$ cat src/rtl/imem_port_arbiter.sv
// -----------------------------------------------------------------------------
// imem_port_arbiter
//   Shares one single-port synchronous instruction ROM (registered address,
//   1-cycle read) between the IF-stage fetch port (F) and the MEM-stage data
//   port (D). At most one grant per cycle; the ROM data returned the next cycle
//   is routed to whichever port owned the previous cycle. One fetch response
//   can be parked in a buffer while the IF stage stalls.
//
//   Optional feature macro: ARB_FAIR_EN
//     defined   : starvation guard, F wins after MAX_D_STREAK consecutive D
//                 grants taken while F was waiting.
//     undefined : strict D priority, no streak counter is built.
//
// Ports
//   clk, rst_n          clock, asynchronous active-low reset
//   f_req/f_addr/f_gnt  fetch request, word address, combinational grant
//   f_rvalid/f_rdata    fetch response (valid/ready with f_rready)
//   f_rready            IF stage accepts the fetch response
//   d_req/d_addr/d_gnt  data request, word address, combinational grant
//   d_rvalid/d_rdata    data response, single-cycle pulse, no backpressure
//   mem_addr            ROM address (the ROM registers it)
//   mem_rdata           ROM data, valid one cycle after the address
// -----------------------------------------------------------------------------
module imem_port_arbiter #(
    parameter int AW           = 30,
    parameter int DW           = 32,
    parameter int MAX_D_STREAK = 4
) (
    input  logic          clk,
    input  logic          rst_n,
    input  logic          f_req,
    input  logic [AW-1:0] f_addr,
    output logic          f_gnt,
    output logic          f_rvalid,
    output logic [DW-1:0] f_rdata,
    input  logic          f_rready,
    input  logic          d_req,
    input  logic [AW-1:0] d_addr,
    output logic          d_gnt,
    output logic          d_rvalid,
    output logic [DW-1:0] d_rdata,
    output logic [AW-1:0] mem_addr,
    input  logic [DW-1:0] mem_rdata
);

    // The streak counter is 4 bits wide, so the limit must fit.
    if ((MAX_D_STREAK < 1) || (MAX_D_STREAK > 15)) begin : g_bad_streak
        $error("MAX_D_STREAK must be in 1..15");
    end

    typedef enum logic [1:0] {
        OWN_NONE = 2'd0,
        OWN_F    = 2'd1,
        OWN_D    = 2'd2
    } owner_e;

    owner_e        r_owner;
    owner_e        w_owner_nxt;
    logic          r_fbuf_full;
    logic [DW-1:0] r_fbuf;
    logic [AW-1:0] r_mem_addr_q;

    logic          w_f_elig;
    logic          w_fair_force;
    logic          w_f_gnt;
    logic          w_d_gnt;

    // F may not be granted while its previous response is still unaccepted:
    // either parked in the buffer or arriving this cycle with f_rready low.
    assign w_f_elig = f_req & ~r_fbuf_full & ~((r_owner == OWN_F) & ~f_rready);

`ifdef ARB_FAIR_EN
    localparam logic [3:0] STREAK_MAX = 4'(MAX_D_STREAK);
    logic [3:0] r_streak;

    assign w_fair_force = w_f_elig & (r_streak == STREAK_MAX);

    // Count D grants taken while F waits; any F grant or F dropping out resets it.
    always_ff @(posedge clk or negedge rst_n) begin
        if (!rst_n) begin
            r_streak <= 4'd0;
        end else if (w_f_gnt || !w_f_elig) begin
            r_streak <= 4'd0;
        end else if (w_d_gnt && (r_streak != STREAK_MAX)) begin
            r_streak <= r_streak + 4'd1;
        end else begin
            r_streak <= r_streak;
        end
    end
`else
    assign w_fair_force = 1'b0;
`endif

    // Grant selection: D first unless the fairness guard hands the slot to F.
    // Grants are held off while reset is asserted.
    always_comb begin
        w_d_gnt     = 1'b0;
        w_f_gnt     = 1'b0;
        w_owner_nxt = OWN_NONE;
        if (!rst_n) begin
            w_d_gnt = 1'b0;
            w_f_gnt = 1'b0;
        end else if (d_req && !w_fair_force) begin
            w_d_gnt = 1'b1;
        end else if (w_f_elig) begin
            w_f_gnt = 1'b1;
        end else begin
            w_d_gnt = 1'b0;
            w_f_gnt = 1'b0;
        end
        if (w_d_gnt) begin
            w_owner_nxt = OWN_D;
        end else if (w_f_gnt) begin
            w_owner_nxt = OWN_F;
        end else begin
            w_owner_nxt = OWN_NONE;
        end
    end

    // ROM address mux; with no grant the last address is held so ROM data stays stable.
    always_comb begin
        mem_addr = r_mem_addr_q;
        if (w_d_gnt) begin
            mem_addr = d_addr;
        end else if (w_f_gnt) begin
            mem_addr = f_addr;
        end else begin
            mem_addr = r_mem_addr_q;
        end
    end

    // Owner of the read in flight and the last presented address.
    always_ff @(posedge clk or negedge rst_n) begin
        if (!rst_n) begin
            r_owner      <= OWN_NONE;
            r_mem_addr_q <= '0;
        end else begin
            r_owner      <= w_owner_nxt;
            r_mem_addr_q <= mem_addr;
        end
    end

    // Fetch buffer: park a fetch response the IF stage did not accept, release on f_rready.
    always_ff @(posedge clk or negedge rst_n) begin
        if (!rst_n) begin
            r_fbuf_full <= 1'b0;
            r_fbuf      <= '0;
        end else if (r_fbuf_full) begin
            r_fbuf_full <= ~f_rready;
            r_fbuf      <= r_fbuf;
        end else if ((r_owner == OWN_F) && !f_rready) begin
            r_fbuf_full <= 1'b1;
            r_fbuf      <= mem_rdata;
        end else begin
            r_fbuf_full <= 1'b0;
            r_fbuf      <= r_fbuf;
        end
    end

    // Response routing; the buffered fetch is always older than any live one.
    always_comb begin
        f_rvalid = r_fbuf_full | (r_owner == OWN_F);
        f_rdata  = mem_rdata;
        if (r_fbuf_full) begin
            f_rdata = r_fbuf;
        end else begin
            f_rdata = mem_rdata;
        end
        d_rvalid = (r_owner == OWN_D);
        d_rdata  = mem_rdata;
    end

    assign f_gnt = w_f_gnt;
    assign d_gnt = w_d_gnt;

endmodule

$ cat config.mk
export PLATFORM = sky130hd
export DESIGN_NAME = imem_port_arbiter
export DESIGN_NICKNAME = d
export VERILOG_FILES = /design/src/rtl/imem_port_arbiter.sv
export SDC_FILE = /design/constraint.sdc
export NUM_CORES = 1
export LEC_CHECK = 0
export BUFFER_PORTS_ARGS = -buffer_cell sky130_fd_sc_hd__buf_2
export CORE_MARGIN = 8
export CORE_UTILIZATION = 49
export DETAILED_ROUTE_END_ITERATION = 6
export PLACE_DENSITY = 0.89
export SYNTH_ARGS = -nofsm -noshare
export SYNTH_HDL_FRONTEND = slang
export SYNTH_SLANG_ARGS = --single-unit
$ cat constraint.sdc
create_clock -name clk -period 5.4 [get_ports clk]
set_input_delay 1.08 -clock clk [delete_from_list [all_inputs] [get_ports clk]]
set_output_delay 1.08 -clock clk [all_outputs]
set_load 0.02 [all_outputs]
==> run metrics <==
WL met3 1.09 mm; number of H-tree levels 3; grt ovf 0; row count 31; Final Skew 0.00922 ns; fraction of layout cells with a size suffix above 1 64.1%; Place WS 1.67 ns; CTS tree done; multiplexer share of the synthesized area 20.2%; part of the cycle the worst path needs 69.4%; final hold viol count 0; DR WL/cell 16.5 um; setup violators final 0; post-synthesis adder-cell area fraction 0%; drc violations 0; Synth Net Count 413; Worst-path clk slew 0.07 ns; Yosys reg bits 65; status complete, no violations; highest clock rate 0.267 GHz; Avg Cell Area, Syn 11.3 um^2; top cells by area, synth dfrtp_1 (46%), mux2_2 (19%), o211ai_2 (10%); Register Area 0.00163 mm^2; # resized after CTS 0; area leader, netlist dfrtp_1; cells after synthesis 316; starting density of the core 49.8%; Power Density 312 mW/mm^2; total track usage 18.2%; I/O pin count 195; final WL 9.44 mm; main combinational cell family by area after synthesis multiplexers; setup slack, reg-to-reg 3.40 ns; commonest non-fill, non-tap cell in the layout buf_2; startpoint types input pin; CTS Root Buffer Type clkbuf_8; EDFF count, synth 0; number of global-route vias before repair 3208; fillers 599; Die Y 101 um; sequential area share after synthesis 45.5%; Slew Limit Fails 0; DP HPWL 7.26 mm; met2 routed WL 4.55 mm; Die Wd 101 um; maxcap violations 0; M1 WL 3.68 mm; Hold-fix buffers, CTS 0; Crit path required time 4.32 ns; fin nets 567; post-synthesis async set-or-reset flop share 100%; area of the multi-input gates 0.00154 mm^2; RePlAce Congestion 0.819; relative slew slack 38.1%; Arr. time, crit path 2.67 ns; Final WS setup 1.65 ns; xor and xnor area share after synthesis 0%; leak pwr 2.31 nW; Hold Crit Class register to register; initial antenna violation count 2; port buffer count 194; Final min period 3.75 ns; setup_tns 0 ns; Worst Reg-to-Reg Cells 4; hold depth 1; synthesized area 0.00357 mm^2; post-synthesis simple-gate area fraction 12.5%; full die area 0.0103 mm^2; Worst Tran Pin Value 0.928 ns; RSZ-0062 raised after global routing no; Post-synth top flop dfrtp_1; Compound-Gate Fraction of Synth Area 10.6%; clk sinks 65; Placeable Area 0.00718 mm^2; max layer used met5; Clock Latency Late Sink 0.32 ns; Vias 2864; Hold EP r_fbuf[19]$_DFFE_PN0P_; clock buffer depth 2; post-synthesis cell type count 20; DR iter-0 viols 46; utilization after layout 62.8%; largest net degree at the start of global routing 66; Inserted Clock Buffers 9; remaining antenna violation count 0; Post-CTS Setup Bufs 0; Max VDD drop 0.000136 V; drt via density 4.99; global-route wire length before repair 14.8 mm; most frequent cells in the layout buf_2 (194), dfrtp_1 (65), nand2_1 (61), mux2_2 (59), nand3_1 (30); top-area cell type share of the netlist area 45.5%; worst reg2reg startpoint r_owner[1]$_DFF_PN0_; Crit Reg-Reg Endpoint r_fbuf[11]$_DFFE_PN0P_; Synth-to-Final Area Change 26.2%; drt pass-1 iters 4; Hold Crit Start r_fbuf[19]$_DFFE_PN0P_; Ys Warns 0; Crit Path Max Fanout 32; crit path from rst_n; Setup Crit Path Kind input pin to output port; CP endpoint kind output port
[report_power, final]
group,internal [W],switching [W],total (W)
logic,0.000165,0.000218,0.000383
registers,0.000581,0.0000393,0.000620
clock network,0.000235,0.000169,0.000403
[per-layer routing]
layer	vias up	track usage, %
met5	-	0
met4	2	6.64
met3	13	7.35
met2	144	30.9
met1	1329	20.1
li1	1376	-
[registers in the layout, summed over array words and instances, names as in the netlist]
signal        cells
r_owner           2
r_mem_addr_q     30
r_fbuf           32
r_fbuf_full       1
[how the worst max path moves through the flow]
stage | to | slack (ns) | cells past startpoint
floorplan | mem_addr[16] | 2.03 | 6
global placement | mem_addr[1] | 1.66 | 7
detailed placement | mem_addr[5] | 1.67 | 7
CTS | mem_addr[5] | 1.67 | 7
global route | mem_addr[19] | 1.50 | 7
finish | mem_addr[5] | 1.65 | 7
[synthesized netlist by cell type (2+ instances only)]
| cell type | instances |
|---|---|
| buf_2 | 4 |
| nand2_1 | 61 |
| buf_6 | 8 |
| mux2_2 | 59 |
| mux2_1 | 5 |
| dfrtp_1 | 65 |
| buf_4 | 32 |
| inv_1 | 2 |
| nand3_1 | 30 |
| o211ai_2 | 29 |
| clkbuf_1 | 12 |
[logic make-up (layout without fill, tap and decap cells)]
kind of cell    after synthesis  count (layout)
buf+inv                      58             216
mux                          64              64
simple gates                 98              98
other cells                   0               1
flops                        65              65
compound gates               31              31
[worst max-delay path: stages]
cell and delay, ns:
buf_2 0.10, nand2_1 0.05, buf_4 0.22, inv_1 0.71
nand2_1 0.17, o211ai_2 0.11, buf_2 0.19
[stage by stage]
| step | hold slack (ns) | cell area, um^2 | cells | power (W) |
|---|---|---|---|---|
| 5_1_grt | 0.517 | 4510 | 574 | 0.00148 |
| 4_1_cts | 0.494 | 4510 | 573 | 0.00142 |
| 3_5_place_dp | 0.479 | 4310 | 558 | 0.00102 |
| 3_3_place_gp | 0.464 | 4310 | 558 | 0.000996 |
| 6_report | 0.492 | 4510 | 574 | 0.00141 |
| 2_1_floorplan | 0.452 | 3570 | 316 | 0.000888 |
[cell type report]
class	instances	share of cell area, %
inverters	2	0.167
multi-input cells	193	34.2
repair buffers	199	22.4
diodes	1	0.0555
clock buffers	12	3.44
flip-flops and latches	65	36.1
clock inverters	3	0.888
well taps	99	2.75
No activity file was read; power rests on OpenSTA's default activity.
